### src/rtl/md_unit_pkg.sv
// Shared definitions for the multiply/divide unit: op codes, FSM state
// encodings and small op-decode helpers used by md_unit and md_core.
package md_unit_pkg;

  typedef enum logic [3:0] {
    MD_MULT  = 4'd0,
    MD_MULTU = 4'd1,
    MD_DIV   = 4'd2,
    MD_DIVU  = 4'd3,
    MD_MADD  = 4'd4,
    MD_MADDU = 4'd5,
    MD_MSUB  = 4'd6,
    MD_MSUBU = 4'd7,
    MD_MTHI  = 4'd8,
    MD_MTLO  = 4'd9
  } md_op_e;

  typedef enum logic [1:0] {
    S_IDLE = 2'd0,
    S_CALC = 2'd1,
    S_FIX  = 2'd2
  } md_state_e;

  // Ops 0..7 run through the iterative datapath.
  function automatic logic md_iter(input logic [3:0] op);
    return ~op[3];
  endfunction

  function automatic logic md_div(input logic [3:0] op);
    return op[3:1] == 3'b001;
  endfunction

  // Among the iterative ops, even codes are the signed variants.
  function automatic logic md_signed(input logic [3:0] op);
    return ~op[3] & ~op[0];
  endfunction

endpackage

### src/rtl/md_core.sv
// Iterative datapath: shift-add multiply / restoring divide over WIDTH-bit
// magnitudes, iteration counter and final sign correction.
//   load  : latch operands (magnitudes), signs and mode; clear counter
//   step  : perform one iteration
//   last  : the current step is the final one
//   res   : sign-corrected result, {hi,lo} = product or {remainder,quotient}
module md_core
  import md_unit_pkg::*;
#(
  parameter int WIDTH = 32
) (
  input  logic               clk,
  input  logic               resetn,
  input  logic               load,
  input  logic               step,
  input  logic [3:0]         op,
  input  logic [WIDTH-1:0]   a,
  input  logic [WIDTH-1:0]   b,
  output logic               last,
  output logic [2*WIDTH-1:0] res
);
  localparam int CW = $clog2(WIDTH);

  // Mult: hi_q = running upper half, lo_q = multiplier shifting out, m_q = multiplicand.
  // Div:  hi_q = partial remainder, lo_q = dividend shifting into quotient, m_q = divisor.
  logic [WIDTH-1:0] hi_q, hi_d, lo_q, lo_d, m_q, m_d;
  logic [CW-1:0]    cnt_q, cnt_d;
  logic             sa_q, sa_d, sb_q, sb_d, sgn_q, sgn_d, div_q, div_d, dz_q, dz_d;

  logic [WIDTH:0]   sum, r_sh;
  logic [WIDTH+1:0] diff;
  logic [WIDTH-1:0] mag_a, mag_b;

  assign mag_a = (md_signed(op) && a[WIDTH-1]) ? -a : a;
  assign mag_b = (md_signed(op) && b[WIDTH-1]) ? -b : b;

  always_comb begin
    hi_d  = hi_q;
    lo_d  = lo_q;
    m_d   = m_q;
    cnt_d = cnt_q;
    sa_d  = sa_q;
    sb_d  = sb_q;
    sgn_d = sgn_q;
    div_d = div_q;
    dz_d  = dz_q;
    sum   = {1'b0, hi_q} + (lo_q[0] ? {1'b0, m_q} : '0);
    r_sh  = {hi_q, lo_q[WIDTH-1]};
    diff  = {1'b0, r_sh} - {2'b00, m_q};
    if (load) begin
      sgn_d = md_signed(op);
      div_d = md_div(op);
      sa_d  = md_signed(op) & a[WIDTH-1];
      sb_d  = md_signed(op) & b[WIDTH-1];
      dz_d  = md_div(op) && (b == '0);
      cnt_d = '0;
      if (md_div(op) && (b == '0)) begin
        // Divide by zero bypasses iteration: result is preset here.
        hi_d = a;
        lo_d = '1;
        m_d  = '0;
      end else if (md_div(op)) begin
        hi_d = '0;
        lo_d = mag_a;
        m_d  = mag_b;
      end else begin
        hi_d = '0;
        lo_d = mag_b;
        m_d  = mag_a;
      end
    end else if (step) begin
      cnt_d = cnt_q + 1'b1;
      if (div_q) begin
        // Restoring step: keep the subtraction only if it did not borrow.
        if (!diff[WIDTH+1]) hi_d = diff[WIDTH-1:0];
        else                hi_d = r_sh[WIDTH-1:0];
        lo_d = {lo_q[WIDTH-2:0], ~diff[WIDTH+1]};
      end else begin
        hi_d = sum[WIDTH:1];
        lo_d = {sum[0], lo_q[WIDTH-1:1]};
      end
    end
  end

  always_ff @(posedge clk or negedge resetn) begin
    if (!resetn) begin
      hi_q  <= '0;
      lo_q  <= '0;
      m_q   <= '0;
      cnt_q <= '0;
      sa_q  <= 1'b0;
      sb_q  <= 1'b0;
      sgn_q <= 1'b0;
      div_q <= 1'b0;
      dz_q  <= 1'b0;
    end else begin
      hi_q  <= hi_d;
      lo_q  <= lo_d;
      m_q   <= m_d;
      cnt_q <= cnt_d;
      sa_q  <= sa_d;
      sb_q  <= sb_d;
      sgn_q <= sgn_d;
      div_q <= div_d;
      dz_q  <= dz_d;
    end
  end

  assign last = (cnt_q == CW'(WIDTH - 1));

  // MIN / -1 needs no special case: magnitude quotient MIN negates to MIN.
  always_comb begin
    res = {hi_q, lo_q};
    if (dz_q) begin
      res = {hi_q, lo_q};
    end else if (div_q) begin
      res[WIDTH-1:0]       = (sgn_q && (sa_q ^ sb_q)) ? -lo_q : lo_q;
      res[2*WIDTH-1:WIDTH] = (sgn_q && sa_q) ? -hi_q : hi_q;
    end else if (sgn_q && (sa_q ^ sb_q)) begin
      res = -{hi_q, lo_q};
    end
  end

endmodule

### src/rtl/md_unit.sv
// Multiply/divide unit for the EX stage: accept handshake, IDLE/CALC/FIX
// FSM, HI/LO registers and the multiply-accumulate adder around md_core.
//   start/op/a/b : operation request (accepted when idle, not done, not annulled)
//   annul        : drop any in-flight operation, HI/LO untouched
//   busy/done    : registered status; done pulses the cycle after HI/LO update
//   stallreq     : combinational stall request for the pipeline
//   hi/lo        : architectural HI/LO
module md_unit
  import md_unit_pkg::*;
#(
  parameter int WIDTH = 32
) (
  input  logic             clk,
  input  logic             resetn,
  input  logic             start,
  input  logic [3:0]       op,
  input  logic [WIDTH-1:0] a,
  input  logic [WIDTH-1:0] b,
  input  logic             annul,
  output logic             busy,
  output logic             done,
  output logic             stallreq,
  output logic [WIDTH-1:0] hi,
  output logic [WIDTH-1:0] lo
);
  md_state_e        state_q, state_d;
  logic             busy_q, busy_d, done_q, done_d;
  logic [WIDTH-1:0] hi_q, hi_d, lo_q, lo_d;
  logic [3:0]       op_q, op_d;
  logic             accept, load, step, last;
  logic [2*WIDTH-1:0] res;

  // done blocks acceptance so a stalled EX instruction cannot re-issue.
  assign accept = start & ~busy_q & ~done_q & ~annul;

  md_core #(.WIDTH(WIDTH)) u_core (
    .clk    (clk),
    .resetn (resetn),
    .load   (load),
    .step   (step),
    .op     (op),
    .a      (a),
    .b      (b),
    .last   (last),
    .res    (res)
  );

  always_comb begin
    state_d = state_q;
    done_d  = 1'b0;
    hi_d    = hi_q;
    lo_d    = lo_q;
    op_d    = op_q;
    load    = 1'b0;
    step    = 1'b0;
    case (state_q)
      S_IDLE: begin
        if (accept) begin
          if (md_iter(op)) begin
            load    = 1'b1;
            op_d    = op;
            state_d = (md_div(op) && (b == '0)) ? S_FIX : S_CALC;
          end else if (op == MD_MTHI) begin
            hi_d = a;
          end else if (op == MD_MTLO) begin
            lo_d = a;
          end
        end
      end
      S_CALC: begin
        if (annul) begin
          state_d = S_IDLE;
        end else begin
          step = 1'b1;
          if (last) state_d = S_FIX;
        end
      end
      S_FIX: begin
        state_d = S_IDLE;
        if (!annul) begin
          // op[2] selects accumulate; within those, op[1] selects subtract.
          if (!op_q[2])     {hi_d, lo_d} = res;
          else if (op_q[1]) {hi_d, lo_d} = {hi_q, lo_q} - res;
          else              {hi_d, lo_d} = {hi_q, lo_q} + res;
          done_d = 1'b1;
        end
      end
      default: state_d = S_IDLE;
    endcase
    busy_d = (state_d != S_IDLE);
  end

  always_ff @(posedge clk or negedge resetn) begin
    if (!resetn) begin
      state_q <= S_IDLE;
      busy_q  <= 1'b0;
      done_q  <= 1'b0;
      hi_q    <= '0;
      lo_q    <= '0;
      op_q    <= '0;
    end else begin
      state_q <= state_d;
      busy_q  <= busy_d;
      done_q  <= done_d;
      hi_q    <= hi_d;
      lo_q    <= lo_d;
      op_q    <= op_d;
    end
  end

  assign stallreq = resetn & (busy_q | (start & md_iter(op) & ~done_q & ~annul));
  assign busy     = busy_q;
  assign done     = done_q;
  assign hi       = hi_q;
  assign lo       = lo_q;

endmodule

### config.mk
export PLATFORM = sky130hd
export DESIGN_NAME = md_unit
export DESIGN_NICKNAME = d
export VERILOG_FILES = /design/src/rtl/md_unit_pkg.sv /design/src/rtl/md_core.sv /design/src/rtl/md_unit.sv
export SDC_FILE = /design/constraint.sdc
export NUM_CORES = 1
export LEC_CHECK = 0
export CAP_MARGIN = 20
export CORE_UTILIZATION = 35
export CTS_CLUSTER_DIAMETER = 100
export CTS_CLUSTER_SIZE = 40
export DETAILED_ROUTE_END_ITERATION = 12
export PLACE_DENSITY = 0.57
export SLEW_MARGIN = 20
export SYNTH_ARGS = -nofsm -noshare
export SYNTH_HDL_FRONTEND = slang
export SYNTH_SLANG_ARGS = --single-unit
### constraint.sdc
create_clock -name clk -period 6.8 [get_ports clk]
set_clock_uncertainty 0.05 [all_clocks]
set_input_delay 1.36 -clock clk [delete_from_list [all_inputs] [get_ports clk]]
set_output_delay 1.36 -clock clk [all_outputs]
set_load 0.01 [all_outputs]
==> PnR_summary.wiki, run 1 <==
{| class="wikitable"
! Metric !! Value
|-
| Run status || complete, no violations
|-
| Reg-to-reg critical path endpoint || hi[23]$_DFFE_PN0P_
|-
| Leakage power || 11.5 nW
|-
| Number of nets produced by synthesis || 3,637
|-
| Detailed-route wire length per cell || 24.7 microns
|-
| Hold/Removal Path Class || reg2reg
|-
| Cell breakdown of the critical path || or4_1 > nor2b_1 > nand4_1 > nor3_1 > nor3_1 > o21ai_0 > xor2_1 > inv_1 > ha_1 > buf_4 > nor4_1 > nand3_1 > a211oi_1 > nor2_1 > a41oi_2 > o21ai_1 > a31oi_1 > xnor2_1 > a21oi_1 > a211o_1
|-
| Register-to-Register Setup Slack || 0.54 ns
|-
| Critical-path top delay cell || sky130_fd_sc_hd__or4_1
|-
| Post-Synthesis Cell Area || 23,800 sq um
|-
| Final period demand of the worst path || 6.26 ns
|-
| Number of max-cap violations || 0
|-
| Arrival time of data at the critical path endpoint || 6.61 ns
|-
| Area Overhead vs Synth || 12.4%
|-
| Number of iterations in the first detailed-routing pass || 6
|-
| Largest area contributor in the synthesized netlist || sky130_fd_sc_hd__dfrtp_1
|-
| Total DRC errors in the routed layout || 0
|-
| Pins over their slew limit || 0
|-
| Setup repair after global routing missed its margin || no
|-
| Slew @ Worst Pin || 1.11 ns
|-
| GRT Resource Usage Total || 30.0%
|-
| CTS Buffer Depth || 2
|-
| Sequential cell area || 4410 sq um
|-
| Yosys top cell area share || 18.5%
|-
| Fraction of registers with async set/reset || 100%
|-
| Startpoint of the worst hold path || u_core.m_q[28]$_DFFE_PN0P_
|-
| CTS root buf || sky130_fd_sc_hd__clkbuf_16
|-
| Number of enable-type register cells in the synthesized netlist || 0
|-
| Worst hold margin || 0.442 ns
|-
| Post-layout nets || 3,657
|-
| Fraction of the yosys area taken by sequential cells || 18.5%
|-
| Pin count of the biggest net entering global routing || 88
|-
| Die area || 69,000 sq um
|-
| Fillers || 7,053
|-
| Count of clock tree sinks || 176
|-
| Critical path type || reg2reg
|-
| Top post-synthesis cells by count || 345 x sky130_fd_sc_hd__a21oi_1, 337 x sky130_fd_sc_hd__nor2_1, 316 x sky130_fd_sc_hd__o21ai_0
|-
| Routed vias/inst || 6.16
|-
| Number of antenna violations at the first check in global routing || 5
|-
| Die width || 263 microns
|-
| Maximum fanout along the worst path || 6
|-
| Setup violators final || 0
|-
| Worst Setup End Kind || flop
|-
| Total number of vias || 26,346
|-
| Library cells used by synthesis || 95
|-
| DRC marker count from the first detailed-route iteration || 3,251
|-
| Post-CTS clock slew at the launch and capture registers of the worst setup and hold paths || 0.09 ns
|-
| Final count of hold timing violations || 0
|-
| Tightest slew margin relative to the limit || 25.7%
|-
| Library cell with the highest instance count after synthesis || sky130_fd_sc_hd__a21oi_1
|-
| Post-CTS Setup Repair Bufs || 0
|-
| Total power || 12.1 mW
|-
| Share of layout cells above drive strength 1 || 4.91%
|-
| Level count of the clock H-tree || 4
|-
| Number of cells on the worst reg-to-reg path || 20
|-
| First-pass GRT wire length || 157,000 microns
|-
| Post-DP HPWL || 81,200 microns
|-
| Number of global-route vias before repair || 23,992
|-
| Critical Path Most Common Cell || sky130_fd_sc_hd__nor3_1
|-
| Skew-Pair Late Insertion Delay || 0.52 ns
|-
| CP required || 7.15 ns
|-
| Number of buffer cells added on primary ports || 138
|-
| Share of the clock period used by the worst path || 92.1%
|-
| RR Startpoint || u_core.lo_q[14]$_DFFE_PN0P_
|-
| Critical Path Start Type || flop
|-
| Clock tree from TritonCTS || yes
|-
| Peak Freq || 0.160 GHz
|-
| Count of antenna-violating nets left after detailed routing || 0
|-
| Worst Hold Endpoint || u_core.m_q[28]$_DFFE_PN0P_
|-
| Area contributors post-synth || sky130_fd_sc_hd__dfrtp_1 19%, sky130_fd_sc_hd__ha_1 10%, sky130_fd_sc_hd__a21oi_1 7.3%, sky130_fd_sc_hd__o21ai_0 6.7%, sky130_fd_sc_hd__xnor2_1 5.4%
|-
| Total I/O pin count || 139
|-
| Warnings, synthesis || 0
|-
| Buffers and inverters on the worst path || 2
|-
| Post-Route Setup TNS || 0 ns
|-
| Synthesized flop and latch total || 176
|-
| Max incr delay on CP || 0.64 ns
|-
| Area used by multi-input combinational logic || 17,800 sq um
|-
| Final weighted congestion of routability-driven global placement || 1.01
|-
| Post-synth top flop || sky130_fd_sc_hd__dfrtp_1
|-
| Core Region || 67,200 sq um
|-
| Global route total overflow || 0
|-
| Total power divided by cell area || 455 nW/um^2
|-
| Total Wirelength || 106,000 microns
|-
| Gate count after technology mapping || 3,365
|-
| Vertical die dimension || 263 microns
|-
| Cells on Worst Hold Path || 2
|-
| Initial standard-cell utilization of the core || 35.4%
|-
| Maximum VDD drop || 0.000154 V
|-
| Floorplan row count || 95
|-
| Clock buffers created by TritonCTS || 17
|-
| Mean area per synthesized cell || 7.07 sq um
|-
| Kind of cell adding the most delay to the critical path || simple AND/OR/NAND/NOR gates
|}
## per-stage QoR
stage | instance area (sq um) | utilization (%) | worst slack, ns | instances
floorplan | 23800 | - | 1.12 | 3365
global placement | 26100 | 38.8 | 0.678 | 4239
detailed placement | 26100 | 38.8 | 0.569 | 4239
CTS | 26700 | 39.8 | 0.538 | 4271
global route | 26700 | 39.8 | 0.0966 | 4271
finish | 26700 | 39.8 | 0.540 | 4274
## routing by layer
metal  up-vias  wire length [microns]  global-route usage [%]
met5         -                      0                       0
met4         0                   3450                    10.0
met3       173                   9260                    5.05
met2      1359                  45800                    45.8
met1     12585                  47200                    42.6
li1      12229                      -                       -
## worst min-delay path, delay by kind of cell (launching register included)
family	cells	cell delay, ns
simple gates	1	0.05
compound gates	1	0.06
flops	1	0.35
## repair_timing
action | CTS | global route
hold buffers | 0 | 0
gates resized for setup | 0 | 1
endpoints found under the setup margin | 0 | 1
## where the power goes
group / switching, mW / internal, mW / total, mW
clock: 0.605 / 0.505 / 1.11
sequential: 0.580 / 1.35 / 1.92
combinational: 5.74 / 3.37 / 9.11
## layout make-up
| cell class | count | share of cell area [%] |
|---|---|---|
| antenna | 3 | 0.0281 |
| clock buffer | 17 | 1.59 |
| clock inverter | 15 | 0.754 |
| inverter | 205 | 2.88 |
| multi-input combinational | 2766 | 66.7 |
| sequential | 176 | 16.5 |
| tap | 873 | 4.09 |
| timing repair buffer | 219 | 7.46 |
## kinds of logic (layout without fill, tap and decap cells)
group | count (synthesis) | in the layout | synth area share [%]
DFF | 176 | 176 | 18.5
AOI/OAI and AO/OA | 1230 | 1230 | 32.6
muxes | 60 | 60 | 2.56
buffers and inverters | 423 | 456 | 6.75
xor gates and xnor gates | 230 | 230 | 8.47
adders and majority gates | 200 | 200 | 10.7
and+or+nand+nor | 1046 | 1046 | 20.5
other | 0 | 3 | 0
## state kept, by name, summed over array words and instances, names as in the netlist
signal / flops
u_core.sa_q: 1
done: 1
hi: 32
u_core.hi_q: 32
u_core.dz_q: 1
lo: 32
u_core.lo_q: 32
u_core.sb_q: 1
u_core.div_q: 1
u_core.m_q: 32
u_core.sgn_q: 1
state_q: 2
busy: 1
u_core.cnt_q: 5
op_q: 2
## how the worst max path moves through the flow
stage | from | endpoint | slack (ns) | depth (start not counted)
6_report | u_core.lo_q[14]$_DFFE_PN0P_ | hi[23]$_DFFE_PN0P_ | 0.54 | 20
3_5_place_dp | u_core.lo_q[14]$_DFFE_PN0P_ | hi[31]$_DFFE_PN0P_ | 0.57 | 21
2_1_floorplan | u_core.lo_q[0]$_DFFE_PN0P_ | hi[31]$_DFFE_PN0P_ | 1.12 | 27
4_1_cts | u_core.lo_q[14]$_DFFE_PN0P_ | hi[31]$_DFFE_PN0P_ | 0.54 | 21
3_3_place_gp | u_core.lo_q[13]$_DFFE_PN0P_ | hi[31]$_DFFE_PN0P_ | 0.68 | 21
5_1_grt | u_core.lo_q[13]$_DFFE_PN0P_ | hi[31]$_DFFE_PN0P_ | 0.1 | 21
## cell usage in the layout, fill, tap and decap left out, types with 73 or more instances in the layout
cell / synthesis / layout
sky130_fd_sc_hd__clkdlybuf4s50_1: 0 / 137
sky130_fd_sc_hd__a21oi_1: 345 / 344
sky130_fd_sc_hd__inv_1: 199 / 199
sky130_fd_sc_hd__nor2_1: 337 / 335
sky130_fd_sc_hd__xor2_1: 83 / 83
sky130_fd_sc_hd__nand2_1: 309 / 308
sky130_fd_sc_hd__xnor2_1: 147 / 147
sky130_fd_sc_hd__o21ai_0: 316 / 316
sky130_fd_sc_hd__buf_4: 0 / 81
sky130_fd_sc_hd__a21o_1: 74 / 73
sky130_fd_sc_hd__ha_1: 196 / 196
sky130_fd_sc_hd__dfrtp_1: 176 / 173
sky130_fd_sc_hd__nor3_1: 78 / 78
(Power assumes the default switching activity.)
==> run 2, diff against run 1 <==
--- a/config.mk
+++ b/config.mk
@@ -11,7 +11,7 @@
 export CTS_CLUSTER_SIZE = 40
 export DETAILED_ROUTE_END_ITERATION = 12
 export PLACE_DENSITY = 0.57
-export SLEW_MARGIN = 20
+export SLEW_MARGIN = 40
 export SYNTH_ARGS = -nofsm -noshare
 export SYNTH_HDL_FRONTEND = slang
 export SYNTH_SLANG_ARGS = --single-unit
==> PnR_summary.wiki, run 2 (synthesis results as in run 1) <==
{| class="wikitable"
! Metric !! Value
|-
| Hold/Removal Path Class || reg2reg
|-
| Detailed-route wire length per cell || 24.8 microns (+0.14%)
|-
| Count of clock tree sinks || 176 (unchanged)
|-
| Net switching power || 6.97 mW (+0.60%)
|-
| Switching part of the total || 57.2% (+0.11 points)
|-
| Most common library cell in the layout ignoring fill and taps || sky130_fd_sc_hd__a21oi_1
|-
| Total I/O pin count || 139 (unchanged)
|-
| Post-DP HPWL || 81,300 microns (+0.15%)
|-
| Final period demand of the worst path || 6.30 ns (+0.0421 ns)
|-
| Routed vias/inst || 6.15 (-0.18%)
|-
| Worst slack, placed || 0.537 ns (-0.0319 ns)
|-
| Number of max-cap violations || 0 (unchanged)
|-
| Post-CTS Setup Repair Bufs || 0 (unchanged)
|-
| Total Wirelength || 106,000 microns (about the same)
|-
| Total power divided by cell area || 456 nW/um^2 (+0.26%)
|-
| Fraction of power consumed by the clock network || 9.2% (about the same)
|-
| Internal power consumption || 5.22 mW (+0.15%)
|-
| Global route total overflow || 0 (unchanged)
|-
| Number of iterations in the first detailed-routing pass || 6 (unchanged)
|-
| Number of buffer cells added on primary ports || 138 (unchanged)
|-
| Peak Freq || 0.159 GHz (-0.67%)
|-
| CP required || 7.19 ns (+0.04 ns)
|-
| Setup repair after global routing missed its margin || no
|-
| Floorplan row count || 95 (unchanged)
|-
| Pin count of the biggest net entering global routing || 88 (unchanged)
|-
| Post-layout nets || 3,657 (unchanged)
|-
| Final weighted congestion of routability-driven global placement || 1.01 (unchanged)
|-
| Slew @ Worst Pin || 0.879 ns (-0.236 ns)
|-
| Critical path type || reg2reg
|-
| Maximum fanout along the worst path || 6 (unchanged)
|-
| Post-Route Setup TNS || 0 ns (unchanged)
|-
| Pins over their slew limit || 0 (unchanged)
|-
| Critical Path Start Type || flop
|-
| Final count of hold timing violations || 0 (unchanged)
|-
| Core Region || 67,200 sq um (unchanged)
|-
| Highest-count cells in the layout ignoring fill and taps || 344 x sky130_fd_sc_hd__a21oi_1, 335 x sky130_fd_sc_hd__nor2_1, 316 x sky130_fd_sc_hd__o21ai_0, 308 x sky130_fd_sc_hd__nand2_1, 199 x sky130_fd_sc_hd__inv_1
|-
| Post-CTS clock slew at the launch and capture registers of the worst setup and hold paths || 0.09 ns (about the same)
|-
| Clock buffers created by TritonCTS || 17 (unchanged)
|-
| Setup violators final || 0 (unchanged)
|-
| CTS Buffer Depth || 2 (unchanged)
|-
| Area Overhead vs Synth || 12.5%
|-
| Die area || 69,000 sq um (unchanged)
|-
| Total DRC errors in the routed layout || 0 (unchanged)
|-
| Skew-Pair Late Insertion Delay || 0.52 ns (about the same)
|-
| Leakage power || 11.5 nW (about the same)
|-
| Flop pwr share || 15.8% (about the same)
|-
| Number of antenna violations at the first check in global routing || 3 (-2)
|-
| Tightest slew margin relative to the limit || 41.2% (+16 points)
|-
| Share of layout cells above drive strength 1 || 5.00% (+0.088 points)
|-
| Portion of total power attributed to combinational logic || 75.0% (about the same)
|-
| Run status || complete, no violations
|-
| CTS root buf || sky130_fd_sc_hd__clkbuf_16
|-
| Share of the clock period used by the worst path || 92.7% (+0.62 points)
|-
| Number of buffers inserted for hold repair after clock tree synthesis || 0 (unchanged)
|-
| Number of global-route vias before repair || 24,017 (+0.10%)
|-
| GRT Resource Usage Total || 30.1% (+0.082 points)
|-
| Vertical die dimension || 263 microns (unchanged)
|-
| Total number of vias || 26,285 (-0.23%)
|-
| Level count of the clock H-tree || 4 (unchanged)
|-
| Clock tree from TritonCTS || yes
|-
| DRC marker count from the first detailed-route iteration || 2,975 (-8.5%)
|-
| Worst Setup End Kind || flop
|-
| First-pass GRT wire length || 158,000 microns (+0.32%)
|-
| Arrival time of data at the critical path endpoint || 6.69 ns (+0.08 ns)
|-
| Count of antenna-violating nets left after detailed routing || 0 (unchanged)
|-
| Final WS setup || 0.497 ns (-0.0421 ns)
|-
| Maximum VDD drop || 0.000161 V (+4.1%)
|-
| Initial standard-cell utilization of the core || 35.4% (unchanged)
|-
| Die width || 263 microns (unchanged)
|}
run 2: cell count changes in the layout (fill, tap and decap cells not counted), moves of 2 or more:
cell and change:
sky130_fd_sc_hd__buf_4 -4, sky130_fd_sc_hd__clkinv_4 +2, sky130_fd_sc_hd__inv_8 +5, sky130_fd_sc_hd__buf_6 +4, sky130_fd_sc_hd__nor4_2 +2, sky130_fd_sc_hd__clkinv_8 -3
sky130_fd_sc_hd__nor4_1 -2, sky130_fd_sc_hd__diode_2 -2, sky130_fd_sc_hd__inv_6 -5
run 2: final cells by class:
class	count	area, sq um
Antenna cell	1	2.50
Sequential cell	176	4410
Clock buffer	17	425
Fill cell	7042	40400
Tap cell	873	1090
Multi-Input combinational cell	2766	17800
Timing Repair Buffer	219	2010
Inverter	205	769
Clock inverter	15	199
run 2: metal layers:
metal	routed length (microns)	part of all wire [%]	global-route usage [%]
met1	47600	45	42.8
met2	45300	43	45.3
met3	8570	8.1	4.59
met4	4390	4.1	12.0
met5	22	0.021	0
run 2: repair_timing:
action	in CTS	in global routing
endpoints found under the hold margin	0	0
endpoints found under the setup margin	0	1
gates resized for setup	0	1
run 2: worst max-delay path: stages (launching register included):
cell,delay [ns]
sky130_fd_sc_hd__dfrtp_1,0.45
sky130_fd_sc_hd__or4_1,0.62
sky130_fd_sc_hd__nor2b_1,0.26
sky130_fd_sc_hd__nand4_1,0.31
sky130_fd_sc_hd__nor3_1,0.44
sky130_fd_sc_hd__nor3_1,0.10
sky130_fd_sc_hd__o21ai_0,0.23
sky130_fd_sc_hd__xor2_1,0.48
sky130_fd_sc_hd__inv_1,0.14
sky130_fd_sc_hd__ha_1,0.37
sky130_fd_sc_hd__buf_4,0.19
sky130_fd_sc_hd__nor4_1,0.45
sky130_fd_sc_hd__nand3_1,0.19
sky130_fd_sc_hd__a211oi_1,0.53
sky130_fd_sc_hd__nor2_1,0.18
sky130_fd_sc_hd__a41oi_2,0.35
sky130_fd_sc_hd__a311oi_1,0.18
sky130_fd_sc_hd__o21ai_1,0.16
sky130_fd_sc_hd__o21ai_1,0.10
sky130_fd_sc_hd__mux2_1,0.32
sky130_fd_sc_hd__o21ai_1,0.11
run 2: worst paths after layout:
| path | start | end | slack [ns] | cells past startpoint |
|---|---|---|---|---|
| worst max-delay path | u_core.lo_q[13]$_DFFE_PN0P_ | hi[29]$_DFFE_PN0P_ | 0.50 | 20 |
| worst min-delay path | u_core.m_q[28]$_DFFE_PN0P_ | u_core.m_q[28]$_DFFE_PN0P_ | 0.44 | 2 |
| worst max register to register | u_core.lo_q[13]$_DFFE_PN0P_ | hi[29]$_DFFE_PN0P_ | 0.50 | 20 |
| worst min register to register | u_core.m_q[28]$_DFFE_PN0P_ | u_core.m_q[28]$_DFFE_PN0P_ | 0.44 | 2 |
| max in group asynchronous | resetn | u_core.div_q$_DFFE_PN0P_ | 4.84 | 2 |
| min in group asynchronous | resetn | hi[19]$_DFFE_PN0P_ | 0.76 | 1 |
run 2: through the flow:
stage	total power, mW	cell area, sq um	cells	hold slack (ns)	util (%)
floorplan	8.01	23800	3365	0.400	-
global placement	10.8	26100	4239	0.414	38.8
detailed placement	10.8	26100	4239	0.421	38.9
CTS	11.9	26700	4271	0.440	39.8
global route	13.1	26700	4271	0.477	39.8
finish	12.2	26800	4272	0.442	39.8
run 2: power by group through the flow:
stage	registers, mW	clock network [mW]	logic [mW]
after global placement	1.92	0	8.90
after global routing	1.96	1.17	9.96
after detailed placement	1.92	0	8.85
final	1.93	1.13	9.14
after CTS	1.90	1.13	8.91
after floorplan	1.70	0	6.31
